## src/rtl/pong_pkg.sv

```systemverilog
// Shared types and widths for the Pong match sequencer.
package pong_pkg;

  localparam int SCORE_W     = 4;
  localparam int FRAME_CNT_W = 8;

  typedef enum logic [2:0] {
    IDLE  = 3'b000,
    SERVE = 3'b001,
    PLAY  = 3'b010,
    POINT = 3'b011,
    OVER  = 3'b100
  } state_t;

  typedef enum logic [1:0] {
    WINNER_NONE = 2'b00,
    WINNER_ONE  = 2'b01,
    WINNER_TWO  = 2'b10
  } winner_t;

endpackage

```

## src/rtl/game_controller_frame_delay_counter.sv

```systemverilog
// Frame-tick down counter: load on strobe, count ticks down to zero, flag zero.
module frame_delay_counter
  import pong_pkg::*;
(
  input  logic                   i_clock,
  input  logic                   i_reset_n,
  input  logic                   i_load,
  input  logic [FRAME_CNT_W-1:0] i_load_value,
  input  logic                   i_frame_tick,
  output logic                   o_done
);

  logic [FRAME_CNT_W-1:0] r_count;

  // A load wins over a tick arriving in the same cycle, so a full N ticks always follow entry.
  always_ff @(posedge i_clock) begin
    if (!i_reset_n) begin
      r_count <= '0;
    end else if (i_load) begin
      r_count <= i_load_value;
    end else if (i_frame_tick && (r_count != '0)) begin
      r_count <= r_count - FRAME_CNT_W'(1);
    end
  end

  assign o_done = (r_count == '0);

endmodule

```

## src/rtl/game_controller.sv

```systemverilog
// Pong match sequencer: serve hold, rally enable, point detection, pause and winner.
module game_controller
  import pong_pkg::*;
#(
  parameter int WIN_SCORE          = 9,
  parameter int SERVE_DELAY_FRAMES = 60,
  parameter int POINT_PAUSE_FRAMES = 90
) (
  input  logic               clock,
  input  logic               reset,
  input  logic               frame_tick,
  input  logic               start_button,
  input  logic [SCORE_W-1:0] score_player_one,
  input  logic [SCORE_W-1:0] score_player_two,
  output logic               score_clear_n,
  output logic               ball_reset,
  output logic               ball_enable,
  output logic               serve_dir,
  output logic               game_over,
  output logic [1:0]         winner,
  output logic [2:0]         game_state
);

  localparam logic [SCORE_W-1:0]     L_WIN_SCORE   = SCORE_W'(WIN_SCORE);
  localparam logic [FRAME_CNT_W-1:0] L_SERVE_DELAY = FRAME_CNT_W'(SERVE_DELAY_FRAMES);
  localparam logic [FRAME_CNT_W-1:0] L_POINT_PAUSE = FRAME_CNT_W'(POINT_PAUSE_FRAMES);

  state_t               r_state;
  state_t               w_next_state;
  logic                 r_start_q;
  logic [SCORE_W-1:0]   r_prev_one;
  logic [SCORE_W-1:0]   r_prev_two;
  logic                 r_serve_dir;
  winner_t              r_winner;

  logic                 w_start_edge;
  logic                 w_p1_point;
  logic                 w_p2_point;
  logic                 w_any_point;
  logic                 w_win;
  logic                 w_load;
  logic [FRAME_CNT_W-1:0] w_load_value;
  logic                 w_cnt_done;

  // start_q resets high so a button held through reset never counts as a press.
  always_ff @(posedge clock) begin
    if (!reset) begin
      r_start_q  <= 1'b1;
      r_prev_one <= '0;
      r_prev_two <= '0;
    end else begin
      r_start_q  <= start_button;
      r_prev_one <= score_player_one;
      r_prev_two <= score_player_two;
    end
  end

  assign w_start_edge = start_button & ~r_start_q;
  assign w_p1_point   = (score_player_one > r_prev_one);
  assign w_p2_point   = (score_player_two > r_prev_two) & ~w_p1_point;
  assign w_any_point  = w_p1_point | w_p2_point;
  assign w_win        = w_p1_point ? (score_player_one >= L_WIN_SCORE)
                                   : (score_player_two >= L_WIN_SCORE);

  // State register
  always_ff @(posedge clock) begin
    if (!reset) begin
      r_state <= IDLE;
    end else begin
      r_state <= w_next_state;
    end
  end

  // Next-state logic
  always_comb begin
    w_next_state = r_state;
    case (r_state)
      IDLE:    if (w_start_edge) w_next_state = SERVE;
      SERVE:   if (w_cnt_done)   w_next_state = PLAY;
      PLAY:    if (w_any_point)  w_next_state = w_win ? OVER : POINT;
      POINT:   if (w_cnt_done)   w_next_state = SERVE;
      OVER:    if (w_start_edge) w_next_state = IDLE;
      default: w_next_state = IDLE;
    endcase
  end

  // Moore output decode
  always_comb begin
    score_clear_n = 1'b1;
    ball_reset    = 1'b1;
    ball_enable   = 1'b0;
    game_over     = 1'b0;
    case (r_state)
      IDLE:    score_clear_n = 1'b0;
      PLAY: begin
        ball_reset  = 1'b0;
        ball_enable = 1'b1;
      end
      OVER:    game_over = 1'b1;
      default: ;
    endcase
  end

  // Delay is armed only on entry into a timed state, never while remaining in it.
  always_comb begin
    w_load       = 1'b0;
    w_load_value = L_SERVE_DELAY;
    if (w_next_state != r_state) begin
      if (w_next_state == SERVE) begin
        w_load       = 1'b1;
        w_load_value = L_SERVE_DELAY;
      end else if (w_next_state == POINT) begin
        w_load       = 1'b1;
        w_load_value = L_POINT_PAUSE;
      end
    end
  end

  frame_delay_counter u_delay (
    .i_clock      (clock),
    .i_reset_n    (reset),
    .i_load       (w_load),
    .i_load_value (w_load_value),
    .i_frame_tick (frame_tick),
    .o_done       (w_cnt_done)
  );

  // Serve goes toward whoever conceded; winner latches on the winning point.
  always_ff @(posedge clock) begin
    if (!reset) begin
      r_serve_dir <= 1'b1;
      r_winner    <= WINNER_NONE;
    end else begin
      if ((r_state == PLAY) && w_p1_point) begin
        r_serve_dir <= 1'b1;
      end else if ((r_state == PLAY) && w_p2_point) begin
        r_serve_dir <= 1'b0;
      end
      if (w_next_state == IDLE) begin
        r_winner <= WINNER_NONE;
      end else if ((r_state == PLAY) && (w_next_state == OVER)) begin
        r_winner <= w_p1_point ? WINNER_ONE : WINNER_TWO;
      end
    end
  end

  assign serve_dir  = r_serve_dir;
  assign winner     = r_winner;
  assign game_state = r_state;

endmodule

```

## config.mk

```make
export PLATFORM = sky130hd
export DESIGN_NAME = game_controller
export DESIGN_NICKNAME = d
export VERILOG_FILES = /design/src/rtl/pong_pkg.sv /design/src/rtl/game_controller_frame_delay_counter.sv /design/src/rtl/game_controller.sv
export SDC_FILE = /design/constraint.sdc
export NUM_CORES = 1
export LEC_CHECK = 0
export BUFFER_PORTS_ARGS = -buffer_cell sky130_fd_sc_hd__buf_2
export CAP_MARGIN = 20
export CORE_ASPECT_RATIO = 2
export CORE_MARGIN = 10
export CORE_UTILIZATION = 35
export DETAILED_ROUTE_END_ITERATION = 6
export PLACE_DENSITY = 0.63
export SYNTH_ARGS = -nofsm -noshare
export SYNTH_HDL_FRONTEND = slang
export SYNTH_SLANG_ARGS = --single-unit
```

## constraint.sdc

```tcl
create_clock -name clock -period 2.3 [get_ports clock]
set_clock_uncertainty 0.15 [all_clocks]
set_input_delay 0.345 -clock clock [delete_from_list [all_inputs] [get_ports clock]]
set_output_delay 0.345 -clock clock [all_outputs]
set_load 0.005 [all_outputs]
```

==> After elaboration in Yosys (flattened, before gate mapping) <==
Index checks and enable logic that the tools add are counted.
{ "totals": {"reg_bits": 23, "latch_bits": 0, "ramBits": 0, "romBits": 0, "input_bits": 12, "memories": 0} }
{ "classes": {"addsub": 1, "mul": 0, "div": 0, "magnitude_cmp": 4, "eq_ne": 8, "shifts": 0, "muxes": 21, "bitwise_logic": 6, "n_reduce_logical": 11} }
{ "op_table": {"columns": ["cell", "n"], "rows": [
  ["2-to-1 mux 7 bit", 3],
  ["2-to-1 mux 3 bit", 6],
  ["2-to-1 mux 8 bit", 2],
  ["case mux 3 bit (5 select lines)", 1],
  ["== test 3 x 2 -> 1 bit (second input constant)", 3],
  [">= comparator 4 bit (second input constant)", 2],
  ["> comparator 4 bit", 2],
  ["logical NOT 8 bit", 1],
  ["2-to-1 mux 1 bit", 8],
  ["nonzero test 8 bit", 1],
  ["subtractor 8 x 1 -> 8 bit (second input constant)", 1],
  ["== test 3 x 1 -> 1 bit (second input constant)", 2],
  ["== test 3 bit (second input constant)", 2],
  ["logical NOT 3 bit", 2],
  ["logical AND 1 bit", 4],
  ["OR reduction 2 bit", 2],
  ["inequality test 3 bit", 1],
  ["NOT 1 bit", 3],
  ["AND 1 bit", 2],
  ["2-to-1 mux 2 bit", 1],
  ["nonzero test 2 bit", 1],
  ["OR 1 bit", 1]
]} }

==> Depth between registers and ports, before layout <==
Gate-level depths: netlist (run 1).
{ "depth": {"word_depth": 11, "depth_mapped": 8, "depth_no_buf": 8} }

==> By module <==
From an unflattened synthesis (run 1), not the netlist that was laid out.
{ "hier_totals": {"cells_unflattened": 152, "hier_area_um2": 1346.3} }
{ "modules_own_cells": {"columns": ["module", "instances", "cells_each", "area_each_um2", "seq_area_each_um2"], "rows": [
  ["game_controller", 1, 94, 838.3, 300.3],
  ["frame_delay_counter", 1, 58, 508.0, 160.2]
]} }

==> Worst setup path before layout (run 1) <==
OpenSTA, ideal clock, no wires.
{ "synth_path": {"path_type": "reg2reg", "startpoint": "reg u_delay.r_count[0]", "endpoint": "reg u_delay.r_count[7]", "setup_ps": 87, "arrival_ps": 2161, "required_ps": 2063, "setup_slack_ps": -98, "path_stages_with_launch": 9, "path_buffers": 0, "synth_period_minus_slack_ps": 2398, "cell_sequence": "dfxtp_1 -> inv_1 -> ha_1 -> nor3b_2 -> a21bo_1 -> or4_4 -> or4_4 -> xor2_1 -> nor4b_2"} }
{ "synth_between": {"elab_chain_len": 8, "word_cells_on_any_way": 16} }
{ "synth_lines": {"columns": ["item", "line", "rtl"], "rows": [
  ["start, declared", "game_controller_frame_delay_counter.sv:13", "logic [FRAME_CNT_W-1:0] r_count;"],
  ["start signal, assigned", "game_controller_frame_delay_counter.sv:20", "r_count <= i_load_value;"],
  ["start signal, assigned", "game_controller_frame_delay_counter.sv:22", "r_count <= r_count - FRAME_CNT_W'(1);"],
  ["logical NOT 8 bit", "game_controller_frame_delay_counter.sv:26", "assign o_done = (r_count == '0);"],
  ["2-to-1 mux 3 bit, on equally long branches", "game_controller.sv:81, game_controller.sv:79", null],
  ["case mux 3 bit (5 select lines)", "game_controller.sv:77", "case (r_state)"],
  ["== test 3 x 2 -> 1 bit", "game_controller.sv:112", "end else if (w_next_state == POINT) begin"],
  ["2-to-1 mux 1 bit", "game_controller.sv:112", null],
  ["2-to-1 mux 1 bit", "game_controller.sv:109", "if (w_next_state == SERVE) begin"],
  ["2-to-1 mux 1 bit", "game_controller.sv:108", "if (w_next_state != r_state) begin"],
  ["2-to-1 mux 8 bit or nonzero test 2 bit (tied branches)", null, null]
]} }
Parallel ways exist; a longest one is shown, timed or not. The select of a mux whose other input is x is not followed.
A chain may end at the register's enable or synchronous reset.

==> Final worst setup path (run 1) <==
Same ends and word-level chain as after synthesis.

==> results.cfg, run 1 <==
[routing]
wl_met1_um = 1200
dr_wl_met3_um = 151
drtPass1Iterations = 4
top_layer_used = met4
drtIter0Drc = 44
drtAntennaViolNets = 0
drc = 0
wire_per_inst_um = 14.43
vias = 1138
route.met2.wl_um = 1752
via_per_inst = 5.149
wirelength_um = 3189

[setup_path]
reg2reg_depth = 8
critPathRequiredTime_ns = 2.33
crit_type = reg2reg
rrSetupSlack_ns = -0.05
crit_path_end_kind = flip-flop
cp_max_fo = 2
r2r-end = u_delay.r_count[7]$_SDFFE_PN0P_
worstPathArrival_ns = 2.39
reg2reg_from = u_delay.r_count[0]$_SDFFE_PN0P_
cp-start-kind = flip-flop

[clocking]
ctsHoldBuffers = 0
clkLatencyLatePin_ns = 0.27
cts.clk_slew.worst_paths_ns = 0.09
cts_sinks = 23
htree_levels = 1
cts_tree = built
cts_max_path_buffers = 2
root_buffer = clkbuf_8
cts_buffers = 3

[sta]
fin_ws_ns = -0.05320
worstMarginPinSlew_ns = 0.5401
fmaxAchievable_mhz = 425.0
whs_ns = 0.1358
rsz0062_at_grt = true
finalSetupViolations = 1
max_slew_margin = 0.6366
finalCriticalPeriod_ns = 2.353
fin_crit_sh = 1.023
finalSetupTns_ns = -0.05320
final-hold-violation-count = 0
slew_violations = 0

[synth]
synth.area.top_cells = dfxtp_1 36%, ha_1 9.8%, and2_1 3.9%
synth_nets = 166
ys_seq_area_frac = 0.3601
synth_edf_count = 0
ys_types = 40
ys.flop_type = dfxtp_1
synthArstFlopShare = 0
yosys.area.top_type = dfxtp_1
netlist_area_mm2 = 0.001279
syn-mean-instance-area_um2 = 8.880
ys_ff_latch = 23
yosysTopAreaCellShare = 0.3601
ys.warnings.count = 0
synthCells = 144

[global_route]
grt_usage = 0.09972
grt_pass1_vias = 1221
antenna_found_initial = 0
overflow = 0
grt_pass1_wl_um = 5499
grt_max_degree = 23

[layout]
fillers = 390
antenna_cells = 0
layout-drive-gt1-share = 0.2500
nets = 195
final_cell_mix = 21 x dfxtp_1, 21 x buf_2, 12 x nand2_1
fin_cells = 221
synthToLayoutAreaGrowth_pct = 20.25
post-route-util = 0.4309

[placed_design]
portBuffers = 21
hpwl_um = 2518
routabilityCongestion = 0.7375
dp.cells = 217

[outcome]
violations = negative setup slack
status = finished with violations

[min_path]
hold_path_class = in2reg
whs_path_depth = 2
min-delay-start = start_button
min_to = r_start_q$_SDFF_PN1_

[pwr]
cellLeakagePower_nw = 0.6788
p_per_area_mw_per_mm2 = 981.0
totalPowerFinal_mw = 1.509
vdd.ir_drop.worst_mv = 0.4457

[floorplan]
initial_core_util = 0.3583
fp.dieArea_mm2 = 0.006618
fp-row-count = 31
io_pins = 22
die_h_um = 105.5
die_x_um = 62.74
core-area_mm2 = 0.003568

[flow_run]
drv_cap = 0
[state kept, by name (all words and copies together) (netlist names)]
| register | count |
|---|---|
| winner | 2 |
| r_prev_two | 4 |
| game_state | 3 |
| r_start_q | 1 |
| serve_dir | 1 |
| r_prev_one | 4 |
| u_delay.r_count | 8 |
[layout make-up]
cell class	count	area, um^2	share of cell area
Multi-Input combinational cell	104	762.0	0.4955
Sequential cell	23	462.9	0.3011
Timing Repair Buffer	28	157.7	0.1025
Tap cell	49	61.31	0.03987
Inverter	13	48.80	0.03173
Clock buffer	4	45.04	0.02929
[cell families (layout without fill, tap and decap cells)]
group           count (synthesis)  after routing  share of synthesized area
simple gates                   59             59                     0.2789
compound gates                 28             28                     0.1634
flops                          23             23                     0.3601
buf+inv                        17             45                    0.04989
fa+ha+maj                      10             10                    0.09785
xor+xnor                        5              5                    0.03425
mux                             2              2                    0.01566
[per-layer routing]
metal,GRT usage,up-vias
met3,0.02757,7
li1,-,567
met1,0.09665,538
met5,0,-
met4,0.05466,0
met2,0.1836,26
[critical path: stages (launching register included)]
cell	delay [ns]
dfxtp_2	0.35
inv_2	0.04
ha_1	0.17
nor3b_2	0.16
a21bo_1	0.19
or4_4	0.42
or4_4	0.44
xor2_2	0.16
nor4b_2	0.19
[synthesized netlist by cell type, types with 3 or more instances]
master,number
dfxtp_1,23
nor3_1,4
clkbuf_1,4
and2_1,8
nand2_1,12
nor3b_1,3
o31a_1,4
a21oi_1,3
nor2_1,7
o21ai_1,3
xnor2_1,3
inv_1,12
ha_1,10
o21a_1,5
nand2b_1,3
nand3_1,4
nand4_1,3
[power by group]
| part | switching (mW) | leakage [nW] | total [mW] | internal [mW] |
|---|---|---|---|---|
| registers | 0.0832 | 0.190 | 0.559 | 0.476 |
| logic | 0.344 | 0.466 | 0.691 | 0.347 |
| clock network | 0.134 | 0.0228 | 0.258 | 0.124 |
[through the flow]
step / worst slack, ns / instance area, um^2
after floorplan: -0.07545 / 1279
after global placement: 0.002329 / 1483
after detailed placement: -0.1083 / 1483
after CTS: -0.08932 / 1529
after global routing: -0.1359 / 1538
final: -0.05320 / 1538
[worst max-delay path by stage]
stage / depth (start not counted) / slack [ns] / start / endpoint
3_5_place_dp: 8 / -0.11 / u_delay.r_count[0]$_SDFFE_PN0P_ / u_delay.r_count[7]$_SDFFE_PN0P_
5_1_grt: 8 / -0.14 / u_delay.r_count[0]$_SDFFE_PN0P_ / u_delay.r_count[7]$_SDFFE_PN0P_
4_1_cts: 8 / -0.09 / u_delay.r_count[0]$_SDFFE_PN0P_ / u_delay.r_count[7]$_SDFFE_PN0P_
2_1_floorplan: 8 / -0.08 / u_delay.r_count[0]$_SDFFE_PN0P_ / u_delay.r_count[7]$_SDFFE_PN0P_
3_3_place_gp: 8 / 0.002 / u_delay.r_count[0]$_SDFFE_PN0P_ / u_delay.r_count[7]$_SDFFE_PN0P_
6_report: 8 / -0.05 / u_delay.r_count[0]$_SDFFE_PN0P_ / u_delay.r_count[7]$_SDFFE_PN0P_
[timing repair]
action	CTS	global route
pin swaps	0	1
gates resized for setup	1	3
endpoints found under the setup margin	1	3
setup buffers	0	0
Note: power is estimated with default switching activity, not from simulation.
==> inputs of run 2 (changes only) <==
--- a/config.mk
+++ b/config.mk
@@ -5,6 +5,7 @@
 export SDC_FILE = /design/constraint.sdc
 export NUM_CORES = 1
 export LEC_CHECK = 0
+export ABC_AREA = 1
 export BUFFER_PORTS_ARGS = -buffer_cell sky130_fd_sc_hd__buf_2
 export CAP_MARGIN = 20
 export CORE_ASPECT_RATIO = 2
==> results.cfg, run 2 <==
[synth]
netlist_area_mm2 = 0.001374
ys_seq_area_frac = 0.3352
ys.warnings.count = 0
synthCells = 195
yosys.area.top_type = dfxtp_1
synth_commonest_cells = 41 x inv_1, 41 x nand2_1, 23 x dfxtp_1
synth_nets = 217
ys.flop_type = dfxtp_1
yosysTopAreaCellShare = 0.3352
ys_types = 28
ys_ff_latch = 23
synthArstFlopShare = 0
synth_edf_count = 0
syn-mean-instance-area_um2 = 7.045
synth.area.top_cells = dfxtp_1 34%, inv_1 11%, nand2_1 11%

[setup_path]
crit_top_cell = nand2_2
crit_path_end_kind = flip-flop
cp_top_family = simple AND/OR/NAND/NOR gates
critPathRequiredTime_ns = 2.31
crit_path_cell_trace = inv_2, ha_4, nand2_2, nand2_2, nand2_2, nand2_4, nand2_4, nand2_2, nand2_2, nand2_1, nand3_2, nand2_1, inv_1, o21bai_4, buf_6, nand3_2, nand3_2, nand2_1, inv_1
reg2reg_from = r_prev_one[1]$_SDFF_PN0_
worstPathArrival_ns = 2.19
cp_max_fo = 6
cp-start-kind = flip-flop
crit_type = reg2reg
cpMaxStageDelayCell = dfxtp_2
critPathLaunch = r_prev_one[1]$_SDFF_PN0_
critPathBufInv = 4
slowest_delay_ns = 0.33

[layout]
post-route-util = 0.4635
layout-drive-gt1-share = 0.3304
final_cell_mix = 38 x inv_1, 32 x nand2_1, 21 x buf_2
synthToLayoutAreaGrowth_pct = 29.69
nets = 253
fillers = 407
largest_reg_flops = 8
final_area_mm2 = 0.001782
reg.largest.list = u_delay.r_count: 8 flops, r_prev_one: 4 flops, r_prev_two: 4 flops
final_common_cell = inv_1
antenna_cells = 0
fin_cells = 281
top_register = u_delay.r_count

[clocking]
htree_levels = 1
cts.clk_slew.worst_paths_ns = 0.08
cts_max_path_buffers = 2
cts_sinks = 23
clkLatencyLatePin_ns = 0.26
root_buffer = clkbuf_8
cts_buffers = 3
cts_tree = built
ctsHoldBuffers = 0

[routing]
top_layer_used = met4
drtAntennaViolNets = 0
drtIter0Drc = 25
drc = 0
via_per_inst = 4.584
vias = 1288
wirelength_um = 3249
route.met2.wl_um = 1998
drtPass1Iterations = 4
dr_wl_met3_um = 78
wire_per_inst_um = 11.56
wl_met1_um = 1107

[sta]
finalCriticalPeriod_ns = 2.179
finalSetupTns_ns = 0
fin_crit_sh = 0.9473
whs_ns = 0.1107
finalSetupViolations = 0
final-hold-violation-count = 0
slew_violations = 0
fmaxAchievable_mhz = 459.0
fin_ws_ns = 0.1212
max_slew_margin = 0.7348
worstMarginPinSlew_ns = 0.3942

[pwr]
totalPowerFinal_mw = 1.808
vdd.ir_drop.worst_mv = 0.6252
cellLeakagePower_nw = 0.9267
p_per_area_mw_per_mm2 = 1015
pwr-share-comb = 0.555
netSwitchingPower_uw = 758.9
intPower_mw = 1.049
seqPwrFrac = 0.309
p_sw_frac = 0.4197
clockPowerShare = 0.136

[floorplan]
fp.dieArea_mm2 = 0.006983
core-area_mm2 = 0.003844
initial_core_util = 0.3574
die_x_um = 64.30
die_h_um = 108.6
io_pins = 22
fp-row-count = 32

[global_route]
overflow = 0
grt_pass1_wl_um = 5050
grt_pass1_vias = 1243
grt_max_degree = 15
antenna_found_initial = 0
grt_usage = 0.08908

[outcome]
status = completed

[placed_design]
routabilityCongestion = 0.7472
postPlaceCellArea_mm2 = 0.001603
dp.cells = 275
hpwl_um = 2531
portBuffers = 21
dpl_worst_slack_ns = -0.02624

[flow_run]
drv_cap = 0

[min_path]
hold_path_class = in2reg
min-delay-start = start_button
[run 2: cell types whose count changed after synthesis, moves of 4 or more]
cell / delta
inv_1: +29
nand2_1: +29
a21oi_1: +8
and2_1: -8
nand3_1: +8
nor2_1: +8
o21a_1: -5
clkbuf_1: -4
o31a_1: -4
or2_2: +4
[run 2: final cells by class]
| cell class | instances | area [um^2] | area share |
|---|---|---|---|
| multi-input cells | 127 | 852.1 | 0.4782 |
| flip-flops and latches | 23 | 464.2 | 0.2605 |
| repair buffers | 32 | 191.4 | 0.1074 |
| inverters | 44 | 165.2 | 0.09270 |
| well taps | 51 | 63.81 | 0.03581 |
| clock buffers | 4 | 45.04 | 0.02528 |
[run 2: kinds of logic (layout without fill, tap and decap cells)]
family,Yosys count,in the layout,share of synthesized area
fa+ha+maj,10,10,0.09107
simple gates,87,87,0.3015
xor+xnor,6,6,0.03826
flops,23,23,0.3352
buf+inv,45,80,0.1257
compound gates,24,24,0.1084
[run 2: timing repair]
item / in CTS / in global routing
endpoints found under the setup margin: 0 / 6
gates resized for setup: 0 / 31
buffers inserted: 0 / 2
[run 2: tightest hold or removal path: stages]
cell and delay (ns):
buf_2 0.07, inv_1 0.03, nand2_1 0.04
[run 2: path summary, 6_finish.rpt]
kind                                      to  slack (ns)  depth (start not counted)
max reg2reg  u_delay.r_count[6]$_SDFFE_PN0P_        0.12                         19
max          u_delay.r_count[6]$_SDFFE_PN0P_        0.12                         19
min                     r_start_q$_SDFF_PN1_        0.11                          3
min reg2reg           winner[1]$_SDFFE_PP0P_        0.34                          2
[run 2: layer usage]
layer / vias up / track usage
met2: 20 / 0.1848
met4: 0 / 0.03846
met5: - / 0
li1: 681 / -
met1: 581 / 0.07632
met3: 6 / 0.01762
[run 2: power by group through the flow]
stage | clock network, mW | registers [mW] | logic (mW)
final | 0.246 | 0.559 | 1.00
after global routing | 0.278 | 0.575 | 1.12
after CTS | 0.258 | 0.559 | 0.913
after detailed placement | 0 | 0.569 | 0.907
after global placement | 0 | 0.567 | 0.901
after floorplan | 0 | 0.562 | 0.655
